--- config.mk ---
export PLATFORM = sky130hd
export DESIGN_NAME = benes_route_ctrl
export DESIGN_NICKNAME = d
export VERILOG_FILES = /design/src/rtl/benes_route_ctrl.sv
export SDC_FILE = /design/constraint.sdc
export NUM_CORES = 1
export LEC_CHECK = 0
export ABC_CLOCK_PERIOD_IN_PS = 2200
export CAP_MARGIN = 30
export CORE_UTILIZATION = 30
export CTS_BUF_LIST = sky130_fd_sc_hd__clkbuf_8
export CTS_CLUSTER_SIZE = 30
export DETAILED_ROUTE_END_ITERATION = 6
export PLACE_DENSITY = 0.48
export SLEW_MARGIN = 0
export SYNTH_ARGS = -nofsm -noshare
export SYNTH_HDL_FRONTEND = slang
export SYNTH_SLANG_ARGS = --single-unit
export TNS_END_PERCENT = 50
--- constraint.sdc ---
create_clock -name clk -period 2.2 [get_ports clk]
set_input_delay 0.33 -clock clk [delete_from_list [all_inputs] [get_ports clk]]
set_output_delay 0.33 -clock clk [all_outputs]
set_load 0.02 [all_outputs]
--- src/rtl/benes_route_ctrl.sv ---
// Routing controller for the 8-port, 5-stage Benes network: stores permutation contexts
// and pipelines each issued vector's context ID so every stage sees that vector's setting.
module benes_route_ctrl #(
  parameter int unsigned NUM_CTX = 4,
  localparam int unsigned CTX_W = $clog2(NUM_CTX)
) (
  input  logic                  clk,
  input  logic                  rst,
  input  logic                  cfg_valid,
  output logic                  cfg_ready,
  input  logic [CTX_W-1:0]      cfg_ctx,
  input  logic [4:0][3:0]       cfg_sw,
  input  logic                  clr_req,
  output logic                  clr_done,
  input  logic                  in_valid,
  output logic                  in_ready,
  input  logic [CTX_W-1:0]      in_ctx,
  output logic [4:0][3:0]       switch_set,
  output logic                  out_valid,
  output logic [CTX_W-1:0]      out_ctx,
  output logic                  busy
);

  typedef enum logic [1:0] {StRun, StDrain, StClear} state_e;

  state_e                          state_q, state_d;
  logic [NUM_CTX-1:0][4:0][3:0]    tbl_q;
  logic [NUM_CTX-1:0]              ctx_vld_q;
  // Index 0 holds stage 1, index 3 holds stage 4.
  logic [3:0]                      v_q;
  logic [3:0][CTX_W-1:0]           c_q;

  logic issue;
  logic cfg_wr;
  logic hazard;
  logic clr_all;

  assign issue     = in_valid && in_ready;
  assign cfg_wr    = cfg_valid && cfg_ready;
  assign busy      = |v_q;
  assign out_valid = v_q[3];
  assign out_ctx   = c_q[3];

  always_comb begin
    state_d   = state_q;
    in_ready  = 1'b0;
    cfg_ready = 1'b0;
    clr_done  = 1'b0;
    clr_all   = 1'b0;
    // A context referenced by any in-flight or issuing vector must not be rewritten.
    hazard    = in_valid && (in_ctx == cfg_ctx);
    for (int k = 0; k < 4; k++) begin
      if (v_q[k] && (c_q[k] == cfg_ctx)) hazard = 1'b1;
    end
    case (state_q)
      StRun: begin
        in_ready  = ctx_vld_q[in_ctx];
        cfg_ready = !hazard;
        if (clr_req) state_d = StDrain;
      end
      StDrain: begin
        if (!busy) state_d = StClear;
      end
      StClear: begin
        clr_done = 1'b1;
        clr_all  = 1'b1;
        state_d  = StRun;
      end
      default: state_d = StRun;
    endcase
  end

  always_comb begin
    switch_set    = '0;
    switch_set[0] = issue ? tbl_q[in_ctx][0] : 4'b0;
    for (int k = 1; k < 5; k++) begin
      switch_set[k] = v_q[k-1] ? tbl_q[c_q[k-1]][k] : 4'b0;
    end
  end

  always_ff @(posedge clk) begin
    if (rst) begin
      state_q   <= StRun;
      tbl_q     <= '0;
      ctx_vld_q <= '0;
      v_q       <= '0;
      c_q       <= '0;
    end else begin
      state_q <= state_d;
      v_q     <= {v_q[2:0], issue};
      c_q     <= {c_q[2:0], (issue ? in_ctx : {CTX_W{1'b0}})};
      if (cfg_wr) begin
        tbl_q[cfg_ctx]     <= cfg_sw;
        ctx_vld_q[cfg_ctx] <= 1'b1;
      end
      if (clr_all) ctx_vld_q <= '0;
    end
  end

endmodule

======== Word level (Yosys, flattened, before mapping) ========
Index checks and enable logic that the tools add are counted.
word-level totals
  flip-flop bits (word level) ............. 98
  logic and storage cells ................. 91
operators by class
  order comparisons ....................... 7
  equality and inequality tests ........... 9
  muxes and demuxes ....................... 32
  bitwise operators ....................... 2
  reduce and logical (&&, ||, !) cells .... 14
operator list
  kind                                                 number
  binary-select mux 20 bit (select 2 bit)              5
  bitwise mux 80 bit                                   1
  demux 20 bit (select 2 bit)                          1
  two-way mux 20 bit                                   2
  two-way mux 4 bit                                    6
  < comparator 2 x 3 -> 1 bit, second input constant   6
  two-way mux 16 bit                                   1
  two-way mux 12 bit                                   1
  equality test 2 bit                                  5
  two-way mux 1 bit                                    9
  logical AND 1 bit                                    8
  two-way mux 8 bit                                    1
  two-way mux 2 bit                                    2
  != test 2 bit, second input constant                 2
  OR 4 bit                                             1
  case mux 2 bit (2 select lines)                      1
  OR reduction 2 bit                                   2
  OR reduction 4 bit                                   1
  binary-select mux 1 bit (select 2 bit)               1
  demux 1 bit (select 2 bit)                           1
  equality test 2 x 1 -> 1 bit, second input constant  1
  equality test 2 bit, second input constant           1
  >= comparator 2 x 1 -> 1 bit, second input constant  1
  logical NOT 2 bit                                    1
  3 further kinds                                      3

======== Logic depth before layout (Yosys ltp) ========
  word-level depth ........................ 9
  mapped depth ............................ 8
  depth with buffers taken out ............ 5

======== Worst setup path before layout ========
No wires, ideal clock.
  kind .................................... in2out
  from .................................... input in_ctx[0]
  to ...................................... output switch_set[0] (netlist bit)
  arrival ................................. 1576 ps
  path slack .............................. 294 ps
  stages on the path ...................... 4
  path buffers ............................ 1
  cell sequence ........................... buf_4 mux4_2 and2_0 and3_1
RTL lines
  what         line  RTL
  from (decl)  17    input logic [CTX_W-1:0] in_ctx,
  to (decl)    18    output logic [4:0][3:0] switch_set,

======== Worst setup path after layout ========
  from .................................... input cfg_ctx[1]
  to ...................................... output cfg_ready
on the way
  word-level cells in the longest chain between the ends .. 8
  elaborated cells between the ends (all ways) .. 16
  those cells by class .................... 5 x eq/ne; 5 x mux; 6 x reduce/logical
ends and longest elaborated chain
  what                                           line    RTL
  from (decl)                                    11      input logic [CTX_W-1:0] cfg_ctx,
  equality test 2 bit, on equally long branches  51, 53
  logical AND 1 bit, on equally long branches    51, 53
  two-way mux 1 bit (3 in series)                53      if (v_q[k] && (c_q[k] == cfg_ctx)) hazard = 1'b1;
  two-way mux 1 bit (*)                          53
  logical NOT 1 bit (*)                          58      cfg_ready = !hazard;
  two-way mux 1 bit (*)                          55      case (state_q)
  to (decl)                                      10      output logic cfg_ready,
Mark *: on every way between the ends. The rest lies on a longest branch, timed or not.

==> results_dict.tcl <==
set metrics [dict create \
    port_buffers 55 \
    power_density_nw_per_um2 576 \
    slew_viol_final 0 \
    dpl.hpwl_um 7080 \
    ys.flop_type "dfxtp_1" \
    drive_above_1_share_pct 17.9 \
    num_rows 44 \
    die_y_um 126 \
    fin_nets 506 \
    hold_class "flip-flop to flip-flop" \
    syn_area_per_cell_um2 11.3 \
    synthTopCellsByArea "dfxtp_1 43%, mux2i_1 17%, nand2b_1 14%" \
    status "completed" \
    seq_power_share_pct 56.6 \
    worstSetupStartpointType "input port" \
    rr_worst_depth 8 \
    clock_path_buffers 2 \
    finalClockSkew_ps 7.81 \
    finalNonFillerCells 664 \
    place_worst_setup_slack_ps -521 \
    ys_seq_elements 98 \
    synth_xor_area_share_pct 1.90 \
    grt_pass1_wl_um 17100 \
    hold_ws_ps 457 \
    drc 0 \
    cp.required_ps 1870 \
    synth_most_common_cell "nand2b_1" \
    ys_async_sr_fraction_pct 0 \
    via_per_inst 4.56 \
    syn-cell-area_um2 4600 \
    syn_inst 408 \
    yosys.cell_types.count 30 \
    r2r_end "tbl_q[39]" \
    hold_viol 0 \
    dieArea_um2 15800 \
    synth_mux_area_share_pct 28.5 \
    via_count 3027 \
    finalPower_mw 3.28 \
    fin_crit_ps 2150 \
    finalSetupViolations 0 \
    syn-num-nets 437 \
    fin_tns_setup_ps 0 \
    fin_crit_sh_pct 97.7 \
    synth_compound_area_share_pct 0.843 \
    ys.warnings.count 0 \
    ys_seq_area_share_pct 42.6 \
    p_sw_share_pct 24.8 \
    p_int_mw 2.47 \
    drt_iter0_drc 103 \
    cts_tree "built" \
    min_to "ctx_vld_q[2]" \
    cp_slowest_cell "clkdlybuf4s50_1" \
    htreeDepth 3 \
    peakVddDrop_mv 0.251 \
    antenna_found_initial 0 \
    gp_congestion 0.707 \
    die_x_um 126 \
    synth.largest_area_cell "dfxtp_1" \
    fin_ws_ps 50.6 \
    power.switching_mw 0.812 \
    synth_top_area_share_pct 42.6 \
    root_buffer "clkbuf_8" \
    synth-edff-count 0 \
    ant_nets 0 \
    ys_top_cells_by_count "100 x nand2b_1, 98 x dfxtp_1, 80 x mux2i_1, 18 x and2_1, 13 x clkbuf_1" \
    grt_pass1_vias 3136 \
    r2r_slack_ps 260 \
    crit_arrival_ps 1820 \
    max_slew_margin_pct 72.0 \
    min_from "ctx_vld_q[2]" \
    holdPathStages 2 \
    rsz0062_at_grt "true" \
    clockPowerShare_pct 31.4 \
    cp_max_fo 6 \
    antenna_cells 0 \
    grt_use_total_pct 14.1 \
    r2r_start "c_q[2]" \
    initial_core_util_pct 31.2 \
    max_clock_freq_ghz 0.465 \
    synthToLayoutAreaGrowth_pct 23.6 \
    drt-pass1-iter-count 6 \
    drv_cap 0 \
    clock-sinks 98 \
    power_leakage_nw 2.49 \
    p_comb_share_pct 12.0 \
    clkLatencyLatePin_ps 360 \
    endpoint_kind "output port" \
    synth_top_family_by_area "multiplexers" \
    overflow 0 \
    synth-simple-area-share_pct 21.7 \
    pin_count 56 \
    dp_cells 649 \
    cp_slowest_stage_delay_ps 410 \
    postCtsHoldBufs 0 \
    critical_path.cell_chain "clkdlybuf4s50_1 > buf_4 > xnor2_1 > nand3_2 > nand4_4 > nor2_1 > clkdlybuf4s15_1" \
    path_class "input port to output port" \
    routed_wl_um 10500 \
    grt_max_degree 114 \
    core_um2 14800 \
    synthAdderAreaFrac_pct 0 \
    cts_buffers 9 \
    tightest_slew_ps 420 \
    post_drt_wl_per_cell_um 15.8 \
    path_clk_slew_ps 80 \
]
## per-stage QoR
stage | instance area (um2) | utilization, %
finish | 5690 | 38.6
global route | 5690 | 38.6
CTS | 5710 | 38.7
detailed placement | 5550 | 37.6
global placement | 5550 | 37.6
floorplan | 4600 | -
## final cells by class
type                    count  area (um2)
repair buffers             90         867
clock inverters             4        21.3
fillers                  1471        9060
flip-flops and latches     98        1970
clock buffers              10         138
well taps                 184         230
inverters                   3        11.3
multi-input cells         275        2450
## logic make-up (layout without fill, tap and decap cells)
group,count (synthesis),in the layout
AND/OR/NAND/NOR,159,159
buffers and inverters,35,107
flip-flops,98,98
multiplexers,101,101
XOR/XNOR,10,10
AO/OA/AOI/OAI,5,5
## registers in the layout, summed over array words and instances, names as in the netlist
register   cells
c_q            6
tbl_q         80
out_ctx        2
state_q        2
v_q            4
ctx_vld_q      4
## worst max path at each step
stage	start	endpoint	slack, ps	cells past startpoint
floorplan	in_ctx[0]	switch_set[0]	290	4
global placement	in_ctx[0]	switch_set[3]	-460	5
detailed placement	in_ctx[0]	switch_set[3]	-520	5
CTS	c_q[4]	switch_set[14]	-1	4
global route	cfg_ctx[0]	cfg_ready	-10	7
finish	cfg_ctx[1]	cfg_ready	50	7
## worst max-delay path: cells and delay by family
kind / cells / cell delay, ps
xor gates and xnor gates: 1 / 140
buffers and inverters: 3 / 920
and+or+nand+nor: 3 / 440
## metal layers
layer  share of wire (%)  track usage [%]
met1                  48             18.7
met2                  48             22.8
met3                 2.7             2.25
met4                 1.5             5.95
met5                   0                0
## cell usage in the layout, fill, tap and decap left out, drive strengths merged, types with 9 or more instances in the layout
cell,n
nand2b,100
dfxtp,98
mux2i,80
buf,37
clkdlybuf4s50,30
mux4,21
and2,19
clkbuf,18
xnor2,10
nor2b,10
clkdlybuf4s15,9
## what timing repair did
item,CTS,global route
endpoints found under the hold margin,0,0
buffers inserted,0,1
setup endpoints to repair,23,21
gates resized for setup,44,21
## power by group through the flow
stage	registers (mW)	logic [mW]	clock network, mW
after CTS	1.86	0.400	1.07
after floorplan	1.89	0.240	0
after global placement	1.90	0.396	0
after global routing	1.87	0.427	1.15
after detailed placement	1.90	0.401	0
final	1.86	0.393	1.03
Note: power is estimated with default switching activity, not from simulation.
